File: config.mk
export PLATFORM = sky130hd
export DESIGN_NAME = avl_cfg_sequencer
export DESIGN_NICKNAME = d
export VERILOG_FILES = /design/src/rtl/avl_cfg_pkg.sv /design/src/rtl/avl_cfg_start_sync.sv /design/src/rtl/avl_cfg_sequencer.sv
export SDC_FILE = /design/constraint.sdc
export NUM_CORES = 1
export LEC_CHECK = 0
export BUFFER_PORTS_ARGS = -buffer_cell sky130_fd_sc_hd__buf_4
export CAP_MARGIN = 20
export CORE_UTILIZATION = 45
export DETAILED_ROUTE_END_ITERATION = 12
export MAX_ROUTING_LAYER = met4
export PLACE_DENSITY_LB_ADDON = 0.12
export SYNTH_ARGS = -nofsm -noshare
export SYNTH_HDL_FRONTEND = slang
export SYNTH_HIERARCHICAL = 1
export SYNTH_SLANG_ARGS = --single-unit
File: constraint.sdc
create_clock -name clock -period 4.3 [get_ports clock]
set_clock_uncertainty 0.1 [all_clocks]
set_input_delay 0.86 -clock clock [delete_from_list [all_inputs] [get_ports clock]]
set_output_delay 0.86 -clock clock [all_outputs]
set_load 0.01 [all_outputs]
File: src/rtl/avl_cfg_pkg.sv
// Shared opcodes and FSM state encoding for the Avalon-MM configuration sequencer.
package avl_cfg_pkg;

  localparam logic [1:0] OP_WRITE = 2'd0;
  localparam logic [1:0] OP_POLL  = 2'd1;
  localparam logic [1:0] OP_DELAY = 2'd2;
  localparam logic [1:0] OP_END   = 2'd3;

  typedef enum logic [2:0] {
    StIdle,
    StFetch,
    StWr,
    StRd,
    StRdGap,
    StWait,
    StDone,
    StErr
  } state_e;

endpackage

File: src/rtl/avl_cfg_start_sync.sv
// Two-flop synchronizer for the asynchronous start request with rising-edge pulse output.
module avl_cfg_start_sync (
  input  logic clock,
  input  logic reset,
  input  logic start,
  output logic start_pulse
);

  logic sync_q1;
  logic sync_q2;

  always_ff @(posedge clock) begin
    if (reset) begin
      sync_q1 <= 1'b0;
      sync_q2 <= 1'b0;
    end else begin
      sync_q1 <= start;
      sync_q2 <= sync_q1;
    end
  end

  assign start_pulse = sync_q1 & ~sync_q2;

endmodule

File: src/rtl/avl_cfg_sequencer.sv
// Walks an external command table and issues Avalon-MM writes, masked read-polls and delays.
module avl_cfg_sequencer
  import avl_cfg_pkg::*;
#(
  parameter int unsigned ADDR_W    = 8,
  parameter int unsigned DATA_W    = 32,
  parameter int unsigned DEPTH     = 19,
  parameter int unsigned IDX_W     = (DEPTH > 1) ? $clog2(DEPTH) : 1,
  parameter int unsigned MAX_POLLS = 0,
  parameter int unsigned DLY_W     = 16
) (
  input  logic              clock,
  input  logic              reset,
  input  logic              start,
  output logic [IDX_W-1:0]  tbl_index,
  input  logic [1:0]        tbl_op,
  input  logic [ADDR_W-1:0] tbl_addr,
  input  logic [DATA_W-1:0] tbl_data,
  input  logic [DATA_W-1:0] tbl_mask,
  output logic [ADDR_W-1:0] avl_address,
  output logic [DATA_W-1:0] avl_writedata,
  output logic              avl_read_req,
  output logic              avl_write_req,
  input  logic              avl_busy,
  input  logic [DATA_W-1:0] avl_readdata,
  output logic              running,
  output logic              done,
  output logic              error,
  output logic [IDX_W-1:0]  err_index
);

  localparam int unsigned PC_W = (MAX_POLLS > 0) ? $clog2(MAX_POLLS + 1) : 1;
  localparam logic [IDX_W-1:0] LAST_IDX = IDX_W'(DEPTH - 1);
  localparam logic [PC_W-1:0]  POLL_LIM = PC_W'(MAX_POLLS);

  state_e            state_q, state_d;
  logic [IDX_W-1:0]  index_q, index_d;
  logic [IDX_W-1:0]  err_index_q, err_index_d;
  logic [PC_W-1:0]   poll_cnt_q, poll_cnt_d;
  logic [DLY_W-1:0]  dly_cnt_q, dly_cnt_d;
  logic              start_pulse;
  logic              match;
  logic              advance;

  avl_cfg_start_sync u_start_sync (
    .clock       (clock),
    .reset       (reset),
    .start       (start),
    .start_pulse (start_pulse)
  );

  assign match = ((avl_readdata ^ tbl_data) & tbl_mask) == '0;

  always_ff @(posedge clock) begin
    if (reset) begin
      state_q     <= StIdle;
      index_q     <= '0;
      err_index_q <= '0;
      poll_cnt_q  <= '0;
      dly_cnt_q   <= '0;
    end else begin
      state_q     <= state_d;
      index_q     <= index_d;
      err_index_q <= err_index_d;
      poll_cnt_q  <= poll_cnt_d;
      dly_cnt_q   <= dly_cnt_d;
    end
  end

  always_comb begin
    state_d     = state_q;
    index_d     = index_q;
    err_index_d = err_index_q;
    poll_cnt_d  = poll_cnt_q;
    dly_cnt_d   = dly_cnt_q;
    advance     = 1'b0;

    unique case (state_q)
      StIdle, StDone, StErr: begin
        if (start_pulse) begin
          index_d     = '0;
          err_index_d = '0;
          state_d     = StFetch;
        end
      end
      StFetch: begin
        unique case (tbl_op)
          OP_WRITE: state_d = StWr;
          OP_POLL: begin
            poll_cnt_d = PC_W'(1);
            state_d    = StRd;
          end
          OP_DELAY: begin
            dly_cnt_d = tbl_data[DLY_W-1:0];
            state_d   = StWait;
          end
          OP_END:   state_d = StDone;
        endcase
      end
      StWr: begin
        if (!avl_busy) advance = 1'b1;
      end
      StRd: begin
        if (!avl_busy) begin
          if (match) begin
            advance = 1'b1;
          end else if ((MAX_POLLS != 0) && (poll_cnt_q == POLL_LIM)) begin
            err_index_d = index_q;
            state_d     = StErr;
          end else begin
            state_d = StRdGap;
          end
        end
      end
      // Gap cycle keeps read_req low for at least one cycle between polls.
      StRdGap: begin
        poll_cnt_d = poll_cnt_q + PC_W'(1);
        state_d    = StRd;
      end
      StWait: begin
        if (dly_cnt_q == '0) begin
          advance = 1'b1;
        end else begin
          dly_cnt_d = dly_cnt_q - DLY_W'(1);
        end
      end
      default: state_d = StIdle;
    endcase

    if (advance) begin
      if (index_q == LAST_IDX) begin
        state_d = StDone;
      end else begin
        index_d = index_q + IDX_W'(1);
        state_d = StFetch;
      end
    end
  end

  always_comb begin
    avl_write_req = (state_q == StWr);
    avl_read_req  = (state_q == StRd);
    done          = (state_q == StDone);
    error         = (state_q == StErr);
    running       = (state_q == StFetch) || (state_q == StWr) || (state_q == StRd) ||
                    (state_q == StRdGap) || (state_q == StWait);
  end

  assign tbl_index     = index_q;
  assign err_index     = err_index_q;
  assign avl_address   = tbl_addr;
  assign avl_writedata = tbl_data;

endmodule

### Word-level counts from Yosys, hierarchy flattened

Index checks and enable logic that the tools add are counted.

| operators by class | value |
|---|---|
| bitwise gates (word level) | 4 |
| reductions and logical operators | 13 |
| equality and inequality tests | 16 |
| muxes and demuxes | 19 |
| add/subtract/negate cells | 2 |

Operators by type and width:

| kind | count |
|---|---|
| $and A32 B32 Y32 | 1 |
| $logic_not A32 Y1 | 1 |
| $mux W16 | 2 |
| $pmux W16 S2 | 1 |
| $xor A32 B32 Y32 | 1 |
| $pmux W3 S4 | 2 |
| $mux W5 | 4 |
| $logic_not A16 Y1 | 1 |
| $sub A16 B1 Y16 const B | 1 |
| $mux W3 | 5 |
| $eq A3 B3 Y1 const B | 4 |
| $eq A3 B2 Y1 const B | 2 |
| $ne A3 B2 Y1 const B | 2 |
| $add A5 B1 Y5 const B | 1 |
| $eq A5 B5 Y1 const B | 1 |
| $reduce_bool A5 Y1 | 1 |
| $eq A2 B2 Y1 const B | 2 |
| $logic_or A1 B1 Y1 | 4 |
| $mux W1 | 4 |
| $reduce_and A4 Y1 | 1 |
| $eq A3 B1 Y1 const B | 1 |
| $logic_not A3 Y1 | 1 |
| $ne A3 B3 Y1 const B | 1 |
| $pmux W1 S3 | 1 |
| 9 further kinds | 9 |

| storage, ports and cells | value |
|---|---|
| register bits | 26 |
| output and inout bits | 55 |
| word-level logic and storage cells | 59 |

### Logic depth before layout (Yosys ltp)

| depth | value |
|---|---|
| depth in word-level cells | 8 |
| gate-level depth with buffers | 9 |

### By module

Netlist, hierarchy kept.

By module, submodules not included:

| module | instances | area each (um^2) | seq. area each (um^2) | cells each |
|---|---|---|---|---|
| avl_cfg_sequencer | 1 | 2,424.8 | 480.5 | 329 |
| avl_cfg_start_sync | 1 | 61.3 | 40.0 | 5 |

### Worst setup path after synthesis

Ideal clock, no wire load.

| timing | value |
|---|---|
| path kind | in2reg |
| start point | input tbl_data[6] |
| end point | register index_q[3] (netlist: tbl_index[3]) |
| arrival time | 2.256 ns |
| path buffers | 0 |
| required time | 4.126 ns |
| setup time | 0.074 ns |
| slack | 1.870 ns |
| stages on the path | 7 |
| cell sequence | xor2_1 a22oi_1 nand4_1 nor3_2 a21oi_2 or4_1 a31oi_1 |

| on the way | value |
|---|---|
| word-level cells in the longest chain between the ends | 7 |

Ends and longest elaborated chain:

| what | line | RTL |
|---|---|---|
| start: declaration | avl_cfg_sequencer.sv:18 | `input logic [DATA_W-1:0] tbl_data,` |
| $xor A32 B32 Y32 | avl_cfg_sequencer.sv:52 | `assign match = ((avl_readdata ^ tbl_data) & tbl_mask) == '0;` |
| $and A32 B32 Y32 | avl_cfg_sequencer.sv:52 |  |
| $logic_not A32 Y1 | avl_cfg_sequencer.sv:52 |  |
| $mux W1 | avl_cfg_sequencer.sv:105 | `if (match) begin` |
| $mux W1 | avl_cfg_sequencer.sv:104 | `if (!avl_busy) begin` |
| $pmux W1 S3 | avl_cfg_sequencer.sv:78 | `unique case (state_q)` |
| $mux W5 | avl_cfg_sequencer.sv:130 | `if (advance) begin` |
| end signal: assignment | avl_cfg_sequencer.sv:63 | `index_q <= index_d;` |
| end: declaration | avl_cfg_sequencer.sv:37 | `logic [IDX_W-1:0] index_q, index_d;` |

Every way passes these cells.
A chain may end at the register's enable or synchronous reset.

### Final worst setup path

Ends and elaborated chain as after synthesis.

==> impl_summary.log <==
[metrics] gr usage total: 0.242
[metrics] die outline area: 5830 µm²
[metrics] post-synthesis cell count: 334
[metrics] final-layout fill cell count: 502
[metrics] layout net count: 546
[metrics] total gr overflow: 0
[metrics] max-cap violations: 0
[metrics] number of hold buffers added after cts: 0
[metrics] path type of the worst min-delay path: reg2reg
[metrics] library cell with the largest summed area after synthesis: dfxtp_1
[metrics] maximum ir drop on the vdd rail: 0.000221 V
[metrics] highest fanout seen on the critical path: 17
[metrics] final count of hold timing violations: 0
[metrics] Power Density: 292 nW/µm²
[metrics] Clock Sink Count: 26
[metrics] die extent in y: 76.3 µm
[metrics] count of input and output buffers: 143
[metrics] flip-flop cell with the highest count after synthesis: dfxtp_1
[metrics] post-synthesis instance area: 2490 µm²
[metrics] post-synthesis sequential area ratio: 0.209
[metrics] required time at the worst-slack endpoint: 4.40 ns
[metrics] Detail Placement HPWL: 5.70 mm
[metrics] overall power of the completed layout: 0.969 mW
[metrics] count of distinct cell types in the synthesized netlist: 55
[metrics] ant diodes: 0
[metrics] number of setup violations in the final report: 0
[metrics] antenna violation net count after detailed routing: 0
[metrics] CTS clock-pin slew for the worst setup and hold paths: 0.08 ns
[metrics] number of clock buffers inserted by TritonCTS: 3
[metrics] antenna violations before repair: 0
[metrics] area share of the largest cell type after synthesis: 0.209
[metrics] detailed-routing iteration count for the pre-antenna-repair pass: 4
[metrics] maximum number of pins on one net before global-route repair: 27
[metrics] number of remaining DRC errors: 0
[metrics] FMAX: 0.383 GHz
[metrics] die outline width: 76.3 µm
[metrics] Data arrival, critical path: 2.71 ns
[metrics] total wire length after detailed routing: 7.08 mm
[metrics] endpoint kind of the worst setup timing path: flip-flop
[metrics] result of the run: completed
[metrics] setup repair after global routing missed its margin: no
[metrics] area overhead of the layout relative to synthesis: 33.5%
[metrics] EDFF count, synth: 0
[metrics] number of pins exceeding their max-slew limit in the final report: 0
[metrics] post-CTS sizing: 0
[metrics] classification of the worst setup path: in2reg
[metrics] Max Root-Sink Buffers: 2
[metrics] Core Util, Final: 0.638
[metrics] setup TNS: 0 ns
[metrics] Worst-Margin Slew: 0.843 ns
[metrics] top area cells in the synthesized netlist: dfxtp_1 21%, buf_4 14%, xor2_1 11%
[metrics] fraction of final layout cells sized beyond drive strength 1: 0.375
[metrics] first-pass GRT wire length: 11.2 mm
[metrics] IO Pins: 165
[metrics] buffers inserted by post-CTS timing repair: 0
[metrics] leakage dissipation: 1.51 nW
[metrics] post-detailed-route wirelength per cell: 14.2 µm
[metrics] #FFs+latches synth: 26
[metrics] H-tree levels: 1
[metrics] Worst-Skew Late Latency: 0.27 ns
[metrics] count of routing violations after the opening detailed-route iteration: 122
[metrics] Starting Density: 0.478
[metrics] Core Area: 5200 µm²
[metrics] average via count per standard cell: 5.32
[metrics] post-route minimum period: 2.61 ns
[metrics] gp weighted congestion: 0.798
[metrics] vias in the first global route: 2374
[metrics] CP Launch Type: primary input
[metrics] clock tree from TritonCTS: done
[metrics] yosys synthesis warning count: 6
[metrics] asr flop ratio synth: 0
[metrics] headroom to the max-slew limit: 0.430
[metrics] Post-Synthesis Mean Instance Area: 7.44 µm²
[metrics] number of vias in the routed layout: 2644
[metrics] master cell of the clock root buffer: clkbuf_8
[metrics] post-route fraction of the period consumed by the critical path: 0.607
[metrics] Std-Cell Rows: 26
## worst max-delay path: stages
cell and delay [ns]:
buf_4 0.13, xor2_1 0.15, a22oi_1 0.19, nand4_1 0.13
nor3_2 0.34, a21oi_2 0.24, or4_1 0.54, a31oi_1 0.13
## layout make-up
type / count / area (µm²) / area share
clock buffer: 3 / 41.3 / 0.0124
multi-input combinational: 242 / 1540 / 0.465
timing repair buffer: 144 / 1080 / 0.326
tap: 70 / 87.6 / 0.0264
sequential: 26 / 520 / 0.157
inverter: 12 / 45.0 / 0.0136
## Yosys cell counts (all sizes together), types with 2 or more instances
cell     instances
o21ai           14
nand2           24
a21oi           19
nor3            18
a31oi            8
and2             2
xor2            32
a21boi           2
nand3            6
o211ai           3
or4              3
dfxtp           26
clkbuf           9
or3              4
nand3b           2
o22ai            2
a2111oi          2
nand2b           4
nand4            7
buf             49
a211oi           6
nor2            29
ha               7
inv             12
a22oi           18
nor2b            7
## sequential cells by signal, indices dropped and copies added, names as in the netlist
name / flops
u_start_sync/sync_q2: 1
tbl_index: 5
state_q: 3
dly_cnt_q: 16
u_start_sync/sync_q1: 1
## cells by family after synthesis
logic type                 share of synthesized area
AOI/OAI and AO/OA                              0.225
xor gates and xnor gates                       0.113
adders and majority gates                     0.0352
buffers and inverters                          0.176
DFF                                            0.209
other                                        0.00151
and+or+nand+nor                                0.240
## stage by stage
| step | instance area [µm²] | std cells | setup slack, ns | hold slack [ns] |
|---|---|---|---|---|
| final | 3320 | 497 | 1.69 | 0.370 |
| after global routing | 3320 | 497 | 1.53 | 0.383 |
| after CTS | 3320 | 497 | 1.70 | 0.371 |
| after detailed placement | 3280 | 494 | 1.42 | 0.359 |
| after global placement | 3280 | 494 | 1.44 | 0.353 |
| after floorplan | 2500 | 338 | 1.87 | 0.329 |
## placed cells by master (no fill, tap or decap), types with 2 or more instances in the layout
cell type / count
nor3_1: 15
nand3b_1: 2
nor3_2: 3
inv_1: 10
a211oi_1: 6
a31oi_1: 8
nand3_1: 6
or3_1: 4
inv_2: 2
clkbuf_8: 3
nor2_1: 29
nand2b_1: 4
a21oi_1: 18
xor2_1: 32
buf_4: 144
ha_1: 7
conb_1: 5
o22ai_1: 2
a22oi_1: 18
nand4_1: 7
o21ai_0: 13
dfxtp_1: 26
o211ai_1: 3
nor2b_1: 6
nand2_1: 24
or4_1: 2
## report_power, final
part,switching (mW),internal [mW]
registers,0.0490,0.274
logic,0.274,0.239
clock network,0.0712,0.0627
total,0.394,0.575
## metal layers
metal  wire (µm)  track usage  vias to the layer above  share of wire
li1            -            -                     1327              -
met1        3130        0.301                     1221           0.44
met2        3540        0.419                       92           0.50
met3         390       0.0419                        4          0.055
met4          21       0.0269                        0         0.0030
met5           0            -                        -              0
## worst paths after layout
check	start	end	slack [ns]	depth (start not counted)
setup / recovery	tbl_data[6]	tbl_index[3]$_SDFF_PP0_	1.69	8
hold / removal	u_start_sync/sync_q1$_SDFF_PP0_	u_start_sync/sync_q2$_SDFF_PP0_	0.37	1
setup reg to reg	state_q[1]$_SDFFE_PP0P_	tbl_index[3]$_SDFF_PP0_	1.87	7
hold reg to reg	u_start_sync/sync_q1$_SDFF_PP0_	u_start_sync/sync_q2$_SDFF_PP0_	0.37	1
No activity file was read; power rests on OpenSTA's default activity.
